==> config.mk <==
export PLATFORM = sky130hd
export DESIGN_NAME = fir_seq_ctrl_flat
export DESIGN_NICKNAME = d
export VERILOG_FILES = /design/src/rtl/fir_ctrl_pkg.sv /design/src/rtl/fir_seq_ctrl_if.sv /design/src/rtl/fir_valid_pipe.sv /design/src/rtl/fir_seq_ctrl.sv /design/src/flat_wrapper.sv
export SDC_FILE = /design/constraint.sdc
export NUM_CORES = 1
export LEC_CHECK = 0
export BUFFER_PORTS_ARGS = -buffer_cell sky130_fd_sc_hd__buf_2
export CAP_MARGIN = 20
export CORE_ASPECT_RATIO = 0.6
export CORE_MARGIN = 5
export CORE_UTILIZATION = 32
export DETAILED_ROUTE_END_ITERATION = 10
export SETUP_SLACK_MARGIN = 0.02
export SLEW_MARGIN = 10
export SYNTH_ARGS = -nofsm -noshare
export SYNTH_HDL_FRONTEND = slang
export SYNTH_HIERARCHICAL = 1
export SYNTH_SLANG_ARGS = --single-unit
==> constraint.sdc <==
create_clock -name CLK -period 4.29 [get_ports CLK]
set_input_delay 0.858 -clock CLK [delete_from_list [all_inputs] [get_ports CLK]]
set_output_delay 0.858 -clock CLK [all_outputs]
set_load 0.01 [all_outputs]
==> src/rtl/fir_ctrl_pkg.sv <==
// Shared definitions for the FIR sequencer: state encodings, field widths, defaults.
package fir_ctrl_pkg;

  localparam int unsigned BAND_W         = 16;
  localparam int unsigned FSEL_W         = 2;
  localparam int unsigned STATE_W        = 3;
  localparam int unsigned DEF_PIPE_LAT   = 4;
  localparam int unsigned DEF_COE_CYCLES = 32;

  typedef enum logic [STATE_W-1:0] {
    ST_IDLE     = 3'd0,
    ST_LOAD     = 3'd1,
    ST_WAIT_COE = 3'd2,
    ST_RUN      = 3'd3,
    ST_DRAIN    = 3'd4
  } state_t;

endpackage

==> src/rtl/fir_seq_ctrl_if.sv <==
// Configuration handshake between the bus and the FIR sequencer.
interface fir_seq_ctrl_if;
  logic                            cfg_valid;
  logic                            cfg_ready;
  logic [fir_ctrl_pkg::BAND_W-1:0] cfg_bandlow;
  logic [fir_ctrl_pkg::BAND_W-1:0] cfg_bandhi;
  logic [fir_ctrl_pkg::FSEL_W-1:0] cfg_filter_select;

  modport master (output cfg_valid, cfg_bandlow, cfg_bandhi, cfg_filter_select,
                  input  cfg_ready);
  modport slave  (input  cfg_valid, cfg_bandlow, cfg_bandhi, cfg_filter_select,
                  output cfg_ready);
endinterface

==> src/rtl/fir_valid_pipe.sv <==
// Valid-bit shift register tracking samples in flight through the FIR.
module fir_valid_pipe #(
  parameter int unsigned DEPTH = 4
) (
  input  logic CLK,
  input  logic reset,
  input  logic din,
  output logic dout,
  output logic any
);

  logic [DEPTH-1:0] sr;

  generate
    if (DEPTH == 1) begin : g_one
      // Single-stage pipe: just a flop.
      always_ff @(posedge CLK or negedge reset) begin
        if (!reset) sr <= '0;
        else        sr <= din;
      end
    end else begin : g_many
      // Shift toward the output end every cycle.
      always_ff @(posedge CLK or negedge reset) begin
        if (!reset) sr <= '0;
        else        sr <= {sr[DEPTH-2:0], din};
      end
    end
  endgenerate

  assign dout = sr[DEPTH-1];
  assign any  = |sr;

endmodule

==> src/rtl/fir_seq_ctrl.sv <==
// Sequencer for the FIR datapath: config load, coefficient wait, gated sample flow, drain.
module fir_seq_ctrl
  import fir_ctrl_pkg::*;
#(
  parameter int unsigned PIPE_LAT   = DEF_PIPE_LAT,
  parameter int unsigned COE_CYCLES = DEF_COE_CYCLES,
  parameter int unsigned CNT_W      = 16
) (
  input  logic               CLK,
  input  logic               reset,
  fir_seq_ctrl_if.slave      cfg,
  output logic [BAND_W-1:0]  bandlow,
  output logic [BAND_W-1:0]  bandhi,
  output logic [FSEL_W-1:0]  filter_select,
  output logic               start_coe,
  input  logic               run_en,
  input  logic               in_empty,
  input  logic               out_afull,
  output logic               req_get,
  output logic               hold,
  output logic               wr_out,
  output logic               busy,
  output logic [STATE_W-1:0] state,
  output logic [CNT_W-1:0]   sample_cnt
);

  localparam int unsigned      COE_W    = $clog2(COE_CYCLES);
  localparam logic [COE_W-1:0] COE_LOAD = COE_W'(COE_CYCLES - 1);

  state_t           cur_st, nxt_st;
  logic [COE_W-1:0] coe_cnt;
  logic             pipe_any;
  logic             latch_cfg;
  logic             ready_c;

  fir_valid_pipe #(.DEPTH(PIPE_LAT)) u_pipe (
    .CLK   (CLK),
    .reset (reset),
    .din   (req_get),
    .dout  (wr_out),
    .any   (pipe_any)
  );

  // State register.
  always_ff @(posedge CLK or negedge reset) begin
    if (!reset) cur_st <= ST_IDLE;
    else        cur_st <= nxt_st;
  end

  // Next-state and strobe decode.
  always_comb begin
    nxt_st    = cur_st;
    start_coe = 1'b0;
    req_get   = 1'b0;
    ready_c   = 1'b0;
    latch_cfg = 1'b0;
    case (cur_st)
      ST_IDLE: begin
        ready_c = 1'b1;
        if (cfg.cfg_valid) begin
          latch_cfg = 1'b1;
          nxt_st    = ST_LOAD;
        end
      end
      ST_LOAD: begin
        start_coe = 1'b1;
        nxt_st    = ST_WAIT_COE;
      end
      ST_WAIT_COE: begin
        if (coe_cnt == '0) nxt_st = ST_RUN;
      end
      ST_RUN: begin
        req_get = run_en & ~in_empty & ~out_afull & ~cfg.cfg_valid;
        if (cfg.cfg_valid) nxt_st = ST_DRAIN;
      end
      ST_DRAIN: begin
        if (!pipe_any) begin
          ready_c = 1'b1;
          if (cfg.cfg_valid) begin
            latch_cfg = 1'b1;
            nxt_st    = ST_LOAD;
          end else begin
            nxt_st = ST_RUN;
          end
        end else if (!cfg.cfg_valid) begin
          nxt_st = ST_RUN;
        end
      end
      default: nxt_st = ST_IDLE;
    endcase
  end

  // Ready is held low while reset is asserted even though IDLE would offer it.
  assign cfg.cfg_ready = reset & ready_c;
  assign hold          = ~req_get;
  assign state         = cur_st;
  assign busy          = ((cur_st != ST_IDLE) && (cur_st != ST_RUN)) | pipe_any;

  // Configuration registers driven to the FIR.
  always_ff @(posedge CLK or negedge reset) begin
    if (!reset) begin
      bandlow       <= '0;
      bandhi        <= '0;
      filter_select <= '0;
    end else if (latch_cfg) begin
      bandlow       <= cfg.cfg_bandlow;
      bandhi        <= cfg.cfg_bandhi;
      filter_select <= cfg.cfg_filter_select;
    end
  end

  // Coefficient-generation countdown.
  always_ff @(posedge CLK or negedge reset) begin
    if (!reset)                                    coe_cnt <= '0;
    else if (cur_st == ST_LOAD)                    coe_cnt <= COE_LOAD;
    else if (cur_st == ST_WAIT_COE && coe_cnt != '0) coe_cnt <= coe_cnt - COE_W'(1);
  end

  // Saturating count of samples written out since the last load.
  always_ff @(posedge CLK or negedge reset) begin
    if (!reset)                          sample_cnt <= '0;
    else if (cur_st == ST_LOAD)          sample_cnt <= '0;
    else if (wr_out && sample_cnt != '1) sample_cnt <= sample_cnt + CNT_W'(1);
  end

endmodule

==> src/flat_wrapper.sv <==
// flat-port wrapper written by rule: the top's interface ports become plain ports
module fir_seq_ctrl_flat import fir_ctrl_pkg::*;
#(
  parameter int unsigned PIPE_LAT   = DEF_PIPE_LAT,
  parameter int unsigned COE_CYCLES = DEF_COE_CYCLES,
  parameter int unsigned CNT_W      = 16
)
  (CLK, reset, bandlow, bandhi, filter_select, start_coe, run_en, in_empty, out_afull, req_get, hold, wr_out, busy, state, sample_cnt, cfg_cfg_valid, cfg_cfg_bandlow, cfg_cfg_bandhi, cfg_cfg_filter_select, cfg_cfg_ready);
  fir_seq_ctrl_if cfg_i ();
  input  logic CLK;
  input  logic reset;
  output logic [BAND_W-1:0] bandlow;
  output logic [BAND_W-1:0] bandhi;
  output logic [FSEL_W-1:0] filter_select;
  output logic start_coe;
  input  logic run_en;
  input  logic in_empty;
  input  logic out_afull;
  output logic req_get;
  output logic hold;
  output logic wr_out;
  output logic busy;
  output logic [STATE_W-1:0] state;
  output logic [CNT_W-1:0] sample_cnt;
  input wire logic [$bits(cfg_i.cfg_valid)-1:0] cfg_cfg_valid;
  input wire logic [$bits(cfg_i.cfg_bandlow)-1:0] cfg_cfg_bandlow;
  input wire logic [$bits(cfg_i.cfg_bandhi)-1:0] cfg_cfg_bandhi;
  input wire logic [$bits(cfg_i.cfg_filter_select)-1:0] cfg_cfg_filter_select;
  output wire logic [$bits(cfg_i.cfg_ready)-1:0] cfg_cfg_ready;
  assign cfg_i.cfg_valid = cfg_cfg_valid;
  assign cfg_i.cfg_bandlow = cfg_cfg_bandlow;
  assign cfg_i.cfg_bandhi = cfg_cfg_bandhi;
  assign cfg_i.cfg_filter_select = cfg_cfg_filter_select;
  assign cfg_cfg_ready = cfg_i.cfg_ready;
  fir_seq_ctrl #(.PIPE_LAT(PIPE_LAT), .COE_CYCLES(COE_CYCLES), .CNT_W(CNT_W)) u_core (.CLK(CLK), .reset(reset), .cfg(cfg_i), .bandlow(bandlow), .bandhi(bandhi), .filter_select(filter_select), .start_coe(start_coe), .run_en(run_en), .in_empty(in_empty), .out_afull(out_afull), .req_get(req_get), .hold(hold), .wr_out(wr_out), .busy(busy), .state(state), .sample_cnt(sample_cnt));
endmodule
# Word level (Yosys, flattened, before mapping)
# Index checks and enable logic that the tools add are counted.
word_totals:
  regBits: 62
  wordCells: 57
  inputBits: 40
classes:
  muxes: 18
  n_bitwise: 9
  n_addsub: 2
  n_reduce_logical: 11
  eq_ne: 10
op_table:
  columns: ["operator", "n"]
  rows:
  - ["16-bit two-way mux", 2]
  - ["16-bit by 1-bit adder with 16-bit output, second input constant", 1]
  - ["16-bit inequality test, second input constant", 1]
  - ["3-bit two-way mux", 5]
  - ["3-bit one-hot mux with 5 select lines", 1]
  - ["5-bit two-way mux", 2]
  - ["3-bit by 2-bit equality test with 1-bit output, second input constant", 2]
  - ["5-bit logical NOT", 1]
  - ["1-bit two-way mux", 5]
  - ["5-bit nonzero test", 1]
  - ["5-bit by 1-bit subtractor with 5-bit output, second input constant", 1]
  - ["1-bit bitwise AND", 4]
  - ["2-bit inequality test, second input constant", 2]
  - ["1-bit NOT", 4]
  - ["1-bit one-hot mux with 2 select lines", 2]
  - ["4-bit AND reduction", 1]
  - ["2-bit nonzero test", 2]
  - ["4-bit OR reduction", 1]
  - ["3-bit by 1-bit equality test with 1-bit output, second input constant", 1]
  - ["3-bit equality test, second input constant", 1]
  - ["1-bit logical AND", 3]
  - ["3-bit logical NOT", 1]
  - ["3-bit by 2-bit inequality test with 1-bit output, second input constant", 1]
  - ["3-bit inequality test, second input constant", 1]
  - ["other kinds (4)", 4]

# Longest topological paths before layout
# Gate-level depths: netlist (run 1).
depth:
  word_depth: 6
  ltp_mapped: 7
  depth_no_buf: 6

# Modules after synthesis
# The synthesis (run 1) kept the hierarchy.
by_module_without_submodules:
  columns: ["mod", "instances", "area_per_inst_um2", "cells_each", "seq_area_each_um2"]
  rows:
  - ["fir_seq_ctrl", 1, 2690.1, 224, 1451.4]
  - ["fir_valid_pipe", 1, 107.6, 5, 100.1]

# Worst setup path after synthesis (run 1)
# No wires, ideal clock.
synth_path:
  path_kind: "input to output"
  startpoint: "input cfg_cfg_valid"
  endpoint: "output req_get"
  stages: 3
  required_time_ns: 3.432
  path_slack_ns: 1.746
  arrival_time_ns: 1.686
  cell_sequence: "nand3b_1 > or4b_1 > inv_1"
synth_between:
  elab_chain_cells: 3
synth_lines:
  columns: ["element", "line_no", "source"]
  rows:
  - ["from (decl)", "flat_wrapper.sv:25", "input wire logic [$bits(cfg_i.cfg_valid)-1:0] cfg_cfg_valid;"]
  - ["1-bit NOT", "fir_seq_ctrl.sv:73", "req_get = run_en & ~in_empty & ~out_afull & ~cfg.cfg_valid;"]
  - ["1-bit bitwise AND", "fir_seq_ctrl.sv:73", null]
  - ["1-bit two-way mux", "fir_seq_ctrl.sv:57", "case (cur_st)"]
  - ["to (decl)", "flat_wrapper.sv:19", "output logic req_get;"]
# Every way passes these cells.

# Worst setup path in the final report (run 1)
layout_path:
  startpoint: "register u_core.cur_st[2] (netlist: u_core/state[2])"
  endpoint: "output start_coe"
layout_between:
  elab_chain_cells: 2
layout_lines:
  columns: ["element", "line_no", "source"]
  rows:
  - ["from (decl)", "fir_seq_ctrl.sv:30", "state_t cur_st, nxt_st;"]
  - ["from (signal assigned)", "fir_seq_ctrl.sv:47", "else cur_st <= nxt_st;"]
  - ["3-bit by 1-bit equality test with 1-bit output", "fir_seq_ctrl.sv:57", null]
  - ["1-bit two-way mux", "fir_seq_ctrl.sv:57", null]
  - ["to (decl)", "flat_wrapper.sv:15", "output logic start_coe;"]
# Every way passes these cells.

==> results.py, run 1 <==
metrics = {
    "outcome": {
        "status": "finished clean",
    },
    "worst_setup_path": {
        "critPathCaptureType": "primary output",
        "cp-start-kind": "flip-flop",
        "setup.worst_path.start": "u_core/state[2]",
        "cp_slowest_stage_delay_ps": 490,
        "crit_fanout": 15,
        "reg2reg_depth": 4,
        "arrival_ps": 2130,
        "worstPathRequired_ps": 3430,
        "path_class": "reg2out",
        "path_buf_inv": 2,
        "crit_path_cell_trace": "nor2b_1 -> nand2b_1 -> inv_1 -> buf_2",
        "cp_top_family": "buffers and inverters",
        "r2r_start": "u_core/u_pipe/sr[3]",
        "reg2reg_to": "u_core/bandhi[3]",
        "r2r_slack_ps": 1750,
        "cp_num_cells": 4,
        "endpoint": "start_coe",
        "slowest_stage": "dfrtp_1",
    },
    "floorplan": {
        "core_um2": 8520,
        "die_h_um": 82.4,
        "start_util_pct": 32.8,
        "fp.dieW_um": 131,
        "core.rowCount": 26,
        "ioPinCount": 99,
        "die_area_um2": 10800,
    },
    "synthesis": {
        "ys_types": 50,
        "synth-xor-area-share_pct": 0.313,
        "synth_area_leaders": "dfrtp_1 (55%), mux2_2 (14%), a21oi_1 (2.1%), nand2_1 (2.0%), o31ai_1 (1.6%)",
        "synth-simple-area-share_pct": 16.4,
        "synth_top_family_by_area": "simple AND/OR/NAND/NOR gates",
        "synth_largest_area_cell": "dfrtp_1",
        "yosys_most_used_dff": "dfrtp_1",
        "yosysSeqAreaShare_pct": 55.5,
        "synthArstFlopShare_pct": 100,
        "synth_edf_count": 0,
        "syn_inst": 229,
        "synth.area.mux_share_pct": 14.4,
        "synthAdderAreaFrac_pct": 0.894,
        "yosysTopAreaCellShare_pct": 55.5,
        "synth_compound_area_share_pct": 10.2,
        "synth_warnings": 6,
        "syn_nets": 271,
        "avgSynthCellArea_um2": 12.2,
        "synth-seq-cells": 62,
        "syn_area_um2": 2800,
    },
    "route": {
        "routed_wl_mm": 6.72,
        "drc_errors": 0,
        "drt-initial-drc-count": 100,
        "avgRoutedWirePerCell_um": 15.1,
        "vias": 2154,
        "dr.max_layer_used": "met4",
        "route.met3.wl_um": 524,
        "wl_met2_mm": 2.82,
        "drt-pass1-iter-count": 4,
        "ant_nets": 0,
        "wl_met1_mm": 3.36,
        "vias_per_cell": 4.83,
    },
    "timing": {
        "finalMaxSlewViolations": 0,
        "period_share_pct": 69.5,
        "hold_ws_ps": 360,
        "tightest_slew_ps": 833,
        "period_needed_ps": 2980,
        "clock_skew_ps": 4.67,
        "relSlewSlack_pct": 44.4,
        "tns_ps": 0,
        "max_freq_mhz": 335,
        "hold_violations": 0,
        "setup_viol": 0,
        "rsz0062_at_grt": "no",
    },
    "global_routing": {
        "grt.overflow.total": 0,
        "grt_pass1_vias": 2068,
        "antenna_found_initial": 1,
        "grt_pass1_wl_mm": 10.4,
        "grt_use_total_pct": 12.4,
        "grt_max_degree": 63,
    },
    "power": {
        "power_density_nw_per_um2": 642,
        "pwr-share-comb_pct": 31.7,
        "p_switching_w": 0.000736,
        "clkPwrFrac_pct": 29.4,
        "p_total_w": 0.00237,
        "p_seq_share_pct": 38.9,
        "ir_drop_mv": 0.276,
        "switching_share_pct": 31.1,
        "internal-power_w": 0.00163,
        "p_leak_nw": 1.74,
    },
    "layout": {
        "area_growth_pct": 31.7,
        "fin_nets": 372,
        "stdcell_area_um2": 3680,
        "drive_above_1_share_pct": 48.8,
        "antenna-diode-count": 0,
        "final_cells": 446,
    },
    "clock_network": {
        "worstSkewPairLatency_ps": 310,
        "post-cts-setup-buffers": 0,
        "clkTransAtPathRegs_ps": 50,
        "cts_buffer_depth": 2,
        "cts.sinks": 62,
        "ctsResizeCount": 0,
        "htreeDepth": 3,
        "cts_buffers": 9,
        "cts_tree": "yes",
        "hold_buffers": 0,
        "cts-root-buf": "clkbuf_16",
    },
    "placed_design": {
        "dpl.hpwl_mm": 4.90,
        "placedCellCount": 431,
        "portBuffers": 98,
        "place.gp.congestion": 0.757,
        "dpl_cell_area_um2": 3390,
    },
    "min_path": {
        "min_path_type": "reg2reg",
    },
    "run": {
        "maxCapViolCount": 0,
    },
}
## routing by layer
metal / global-route usage [%] / vias up
li1: - / 1062
met1: 18.2 / 1025
met5: 0 / -
met4: 2.77 / 0
met3: 4.69 / 2
met2: 17.3 / 65
## worst register-to-register path, stage by stage, from the launching register on
cell	delay, ps
dfrtp_1	480
or4_1	590
nand2_1	140
nand3_2	640
mux2_2	570
## through the flow
stage	utilization (%)	setup slack, ps
after detailed placement	39.8	1530
after global placement	39.8	1560
after CTS	43.2	1270
after floorplan	-	1750
final	43.2	1310
after global routing	43.2	1120
## layout make-up
type | instances | area, um^2
sequential | 62 | 1550
inverter | 6 | 22.5
multi-input combinational | 152 | 1180
fill | 849 | 4840
clock buffer | 11 | 243
timing repair buffer | 99 | 498
tap | 112 | 140
clock inverter | 4 | 47.5
## power by group through the flow
| stage | registers (W) | clock network [W] | logic [W] |
|---|---|---|---|
| 2_1_floorplan | 0.000992 | 0 | 0.000398 |
| 3_3_place_gp | 0.000916 | 0 | 0.000758 |
| 3_5_place_dp | 0.000930 | 0 | 0.000766 |
| 4_1_cts | 0.000922 | 0.000722 | 0.000768 |
| 5_1_grt | 0.000950 | 0.000741 | 0.000830 |
| 6_report | 0.000920 | 0.000695 | 0.000751 |
## how the worst min path moves through the flow
stage,from,endpoint,depth (start not counted)
6_report,u_core/u_pipe/sr[2],u_core/u_pipe/sr[3],0
3_5_place_dp,u_core/u_pipe/sr[2],u_core/u_pipe/sr[3],0
5_1_grt,u_core/u_pipe/sr[0],u_core/u_pipe/sr[1],0
3_3_place_gp,u_core/u_pipe/sr[2],u_core/u_pipe/sr[3],0
4_1_cts,u_core/u_pipe/sr[2],u_core/u_pipe/sr[3],0
2_1_floorplan,u_core/u_pipe/sr[2],u_core/u_pipe/sr[3],0
## cells by family (layout without fill, tap and decap cells)
logic type | Yosys count | in the layout
AO/OA/AOI/OAI | 43 | 43
XOR/XNOR | 1 | 1
adder cells (fa/ha/maj) | 2 | 2
buffers and inverters | 15 | 120
flip-flops | 62 | 62
multiplexers | 36 | 36
AND/OR/NAND/NOR | 70 | 70
## Yosys cell counts (4+ instances only)
master   instances
a21oi_1         12
and3_1           5
buf_2            7
dfrtp_1         62
inv_1            6
mux2_2          34
nand2_1         15
nand4_1          4
nor2_1           4
o21ai_0          5
o31ai_1          6
or3_1            4
or4_1            4
## flip-flops by register name (all words and copies together) (netlist names)
signal	count
u_core/filter_select	2
u_core/bandhi	16
u_core/sample_cnt	16
u_core/bandlow	16
u_core/coe_cnt	5
u_core/state	3
u_core/u_pipe/sr	4
## layout by cell type (no fill, tap or decap), types with 3 or more instances in the layout
cell type / netlist / final
clkbuf_16: 0 / 9
nor3_1: 3 / 3
nand2b_1: 3 / 3
o31ai_1: 6 / 6
or3_1: 4 / 4
nand2_1: 15 / 15
a21oi_1: 12 / 12
nor2_1: 4 / 4
dfrtp_1: 62 / 62
nand3_2: 3 / 3
nor2b_1: 3 / 3
a31oi_1: 3 / 3
inv_1: 6 / 6
or4_1: 4 / 4
nand4_1: 4 / 4
mux2_2: 34 / 34
buf_2: 7 / 98
o21ai_0: 5 / 5
nor4_1: 3 / 3
and3_1: 5 / 5
Power figures use the tool's default switching activity.
==> inputs of run 2 (changes only) <==
Clock period 4.29 ns to 2.49 ns, I/O delays scaled along.
==> run 2 against run 1 <==
Clock skew fell by 1.6 ps. Largest cell class unchanged. Sequential power increased by 73%. Critical path type unchanged. Largest power group unchanged. Sequential share of layout area is 0.43 points lower.
==> results.py, run 2 (synthesized netlist as in run 1, its figures left out) <==
metrics = {
    "route": {
        "routed_wl_mm": 6.94,
        "avgRoutedWirePerCell_um": 15.4,
        "drt-pass1-iter-count": 4,
        "drc_errors": 0,
        "vias_per_cell": 4.92,
        "vias": 2212,
        "ant_nets": 0,
        "drt-initial-drc-count": 85,
    },
    "worst_setup_path": {
        "cp-start-kind": "flip-flop",
        "crit_fanout": 11,
        "worstPathRequired_ps": 1990,
        "arrival_ps": 1830,
        "path_class": "reg2out",
        "critPathCaptureType": "primary output",
    },
    "floorplan": {
        "core.rowCount": 26,
        "core_um2": 8520,
        "start_util_pct": 32.8,
        "die_h_um": 82.4,
        "fp.dieW_um": 131,
        "die_area_um2": 10800,
        "ioPinCount": 99,
    },
    "layout": {
        "multi_input_comb_area_um2": 1190,
        "final_cell_mix": "buf_2 (98), dfrtp_1 (60), mux2_2 (34)",
        "reg_top3": "u_core/bandhi x16, u_core/bandlow x16, u_core/sample_cnt x16",
        "fillers": 828,
        "antenna-diode-count": 0,
        "area_growth_pct": 33.2,
        "seq_area_um2": 1550,
        "final_common_cell": "buf_2",
        "drive_above_1_share_pct": 50.3,
        "fin_nets": 375,
    },
    "clock_network": {
        "hold_buffers": 0,
        "cts.sinks": 62,
        "cts_buffer_depth": 2,
        "htreeDepth": 3,
        "cts_tree": "yes",
        "cts_buffers": 9,
        "clkTransAtPathRegs_ps": 50,
        "cts-root-buf": "clkbuf_16",
        "post-cts-setup-buffers": 0,
        "worstSkewPairLatency_ps": 320,
    },
    "placed_design": {
        "dpl_worst_slack_ps": 360,
        "portBuffers": 98,
        "place.gp.congestion": 0.826,
        "dpl.hpwl_mm": 5.09,
    },
    "timing": {
        "period_share_pct": 93.4,
        "setup_viol": 0,
        "tns_ps": 0,
        "fin_ws_ps": 165,
        "relSlewSlack_pct": 46.9,
        "hold_violations": 0,
        "hold_ws_ps": 364,
        "tightest_slew_ps": 796,
        "clock_skew_ps": 3.11,
        "max_freq_mhz": 430,
        "period_needed_ps": 2330,
        "rsz0062_at_grt": "no",
        "finalMaxSlewViolations": 0,
    },
    "global_routing": {
        "grt_max_degree": 63,
        "grt.overflow.total": 0,
        "antenna_found_initial": 0,
        "grt_use_total_pct": 13.2,
        "grt_pass1_vias": 2141,
        "grt_pass1_wl_mm": 10.9,
    },
    "power": {
        "ir_drop_mv": 0.407,
        "p_leak_nw": 1.77,
        "power_density_nw_per_um2": 1120,
    },
    "outcome": {
        "status": "finished clean",
    },
    "min_path": {
        "min_path_type": "reg2reg",
    },
    "run": {
        "maxCapViolCount": 0,
    },
}
-- run 2: final timing paths --
kind	to	startpoint	depth (start not counted)	slack, ps
worst max-delay path	req_get	u_core/state[2]	5	160
worst min-delay path	u_core/u_pipe/sr[3]	u_core/u_pipe/sr[2]	0	360
worst max register to register	u_core/bandlow[5]	u_core/u_pipe/sr[0]	5	550
worst min register to register	u_core/u_pipe/sr[3]	u_core/u_pipe/sr[2]	0	360
max in group asynchronous	u_core/state[2]	reset	2	1470
min in group asynchronous	u_core/sample_cnt[2]	reset	2	460
-- run 2: power breakdown --
part	switching, W	internal, W	leakage (nW)
registers	0.000220	0.00137	0.770
logic	0.000663	0.000670	0.848
clock network	0.000412	0.000823	0.152
-- run 2: area by class of cell --
class                   instances  share of cell area, %
clock buffers                  12                   6.88
clock inverters                 4                   1.21
inverters                       6                  0.604
multi-input cells             152                   31.9
flip-flops and latches         62                   41.7
well taps                     112                   3.76
repair buffers                102                   14.0
-- run 2: worst max-delay path, cell delays in order, from the launching register on --
cell and delay [ps]:
dfrtp_2 480, nor2b_4 160, nand3b_1 120, or4b_1 510, inv_1 90, buf_2 130
-- run 2: through the flow --
stage,util (%),std cells,cell area (um^2),power (W)
6_report,43.7,450,3730,0.00416
5_1_grt,43.7,450,3730,0.00445
4_1_cts,43.6,450,3720,0.00422
3_5_place_dp,40.1,434,3420,0.00295
3_3_place_gp,40.1,434,3420,0.00290
2_1_floorplan,-,229,2800,0.00240
-- run 2: layer usage --
metal,vias to the layer above,wire (um),track usage [%]
met5,-,0,0
met4,0,38,4.11
met3,6,547,5.40
met2,67,2920,18.3
met1,1079,3440,18.9
li1,1060,-,-
-- run 2: repair_timing --
| action | in CTS | in global routing |
|---|---|---|
| gates resized for setup | 1 | 3 |
| hold endpoints to repair | 0 | 0 |
| setup endpoints to repair | 1 | 2 |
==> inputs of run 3 (changes only) <==
Clock period 2.49 ns to 2.3 ns, I/O delays scaled along.
==> run 3 against run 2 <==
Hold slack gained 7.0 ps. Critical path depth shrank 1. First-iteration DRC count is 13% higher. Non-clock buffer count up 4. Sequential power grew 7%. Wire length is 2.7% lower. Combinational power grew 13%. Largest cell class unchanged.
==> results.py, run 3 (synthesized netlist as in run 1, its figures left out) <==
metrics = {
    "route": {
        "ant_nets": 0,
        "drt-pass1-iter-count": 4,
        "drc_errors": 0,
        "vias": 2250,
        "drt-initial-drc-count": 96,
        "vias_per_cell": 4.98,
        "avgRoutedWirePerCell_um": 14.9,
        "routed_wl_mm": 6.76,
    },
    "clock_network": {
        "htreeDepth": 3,
        "cts_buffers": 9,
        "cts_tree": "yes",
        "cts.sinks": 62,
        "cts_buffer_depth": 2,
        "worstSkewPairLatency_ps": 320,
        "clkTransAtPathRegs_ps": 50,
        "cts-root-buf": "clkbuf_16",
        "hold_buffers": 0,
    },
    "power": {
        "ir_drop_mv": 0.444,
        "p_leak_nw": 1.77,
        "power_density_nw_per_um2": 1190,
    },
    "layout": {
        "area_growth_pct": 33.4,
        "reg_top3": "u_core/bandhi x16, u_core/bandlow x16, u_core/sample_cnt x16",
        "fin_nets": 379,
        "finalCoreUtilization_pct": 43.8,
        "final_cell_mix": "buf_2 (98), dfrtp_1 (60), mux2_2 (34)",
        "drive_above_1_share_pct": 50.3,
        "antenna-diode-count": 0,
        "final_common_cell": "buf_2",
    },
    "floorplan": {
        "die_h_um": 82.4,
        "start_util_pct": 32.8,
        "ioPinCount": 99,
        "fp.dieW_um": 131,
        "core.rowCount": 26,
        "die_area_um2": 10800,
        "core_um2": 8520,
    },
    "timing": {
        "period_needed_ps": 2190,
        "hold_violations": 0,
        "period_share_pct": 95.3,
        "tightest_slew_ps": 793,
        "max_freq_mhz": 456,
        "rsz0062_at_grt": "no",
        "clock_skew_ps": 5.05,
        "finalMaxSlewViolations": 0,
        "relSlewSlack_pct": 47.1,
        "tns_ps": 0,
        "setup_viol": 0,
    },
    "worst_setup_path": {
        "cp-start-kind": "flip-flop",
        "arrival_ps": 1730,
        "r2r_start": "u_core/u_pipe/sr[0]",
        "slowest_stage": "or4_4",
        "cp_slowest_stage_delay_ps": 560,
        "crit_fanout": 4,
        "cp_top_family": "simple AND/OR/NAND/NOR gates",
        "path_buf_inv": 1,
        "critPathCaptureType": "primary output",
        "crit_path_cell_trace": "or4_4 -> nand2_1 -> and3_1 -> buf_2",
        "path_class": "reg2out",
        "setup.worst_path.start": "u_core/u_pipe/sr[0]",
        "worstPathRequired_ps": 1840,
    },
    "placed_design": {
        "place.gp.congestion": 0.824,
        "dpl.hpwl_mm": 4.98,
        "portBuffers": 98,
    },
    "global_routing": {
        "grt_use_total_pct": 12.7,
        "grt_max_degree": 63,
        "grt.overflow.total": 0,
        "antenna_found_initial": 0,
        "grt_pass1_vias": 2060,
        "grt_pass1_wl_mm": 10.4,
    },
    "min_path": {
        "min_path_type": "reg2reg",
        "hp-start": "u_core/u_pipe/sr[1]",
    },
    "run": {
        "maxCapViolCount": 0,
    },
    "outcome": {
        "status": "finished clean",
    },
}
-- run 3: cell types whose count changed in the layout (fill, tap and decap cells not counted), sizes merged --
cell	previous run	this run
buf	102	106
clkinv	3	1
-- run 3: what timing repair did --
item	4_1_cts	5_1_grt
cloned	0	0
setup buffers	0	2
endpoints found under the setup margin	2	4
resized for setup	3	2
-- run 3: path summary, 6_finish.rpt --
kind                                   endpoint  slack, ps  cells after the start
hold reg to reg             u_core/u_pipe/sr[2]        370                      0
setup / recovery                  cfg_cfg_ready        110                      4
max in group asynchronous       u_core/state[1]       1330                      2
min in group asynchronous  u_core/sample_cnt[6]        390                      2
hold / removal              u_core/u_pipe/sr[2]        370                      0
setup reg to reg               u_core/bandhi[4]        420                      5
-- run 3: area by class of cell --
class | count | area, um^2
Fill cell | 820 | 4790
Sequential cell | 62 | 1550
Multi-Input combinational cell | 152 | 1190
Timing Repair Buffer | 106 | 551
Clock buffer | 12 | 236
Tap cell | 112 | 140
Clock inverter | 2 | 35.0
Inverter | 6 | 22.5
-- run 3: report_power, final --
part           leakage, nW  total, W  switching [W]  internal (W)
Sequential           0.771   0.00170       0.000216       0.00148
Clock                0.132   0.00125       0.000423      0.000823
Combinational        0.867   0.00150       0.000740      0.000762
Total                 1.77   0.00445        0.00138       0.00307
-- run 3: through the flow --
stage          power (W)  hold WS, ps  setup WS [ps]  instance area (um^2)  cells
6_report         0.00445          371            109                  3730    452
5_1_grt          0.00476          356           42.6                  3730    452
3_5_place_dp     0.00320          360            220                  3430    436
2_1_floorplan    0.00259          164            283                  2800    229
4_1_cts          0.00451          355           34.7                  3710    450
3_3_place_gp     0.00315          353            307                  3430    436
-- run 3: metal layers --
metal	vias up	part of all wire, %	track usage [%]
li1	1073	-	-
met1	1093	49	18.1
met2	77	42	17.7
met3	7	8.8	5.01
met4	0	0.71	3.39
met5	-	0	0
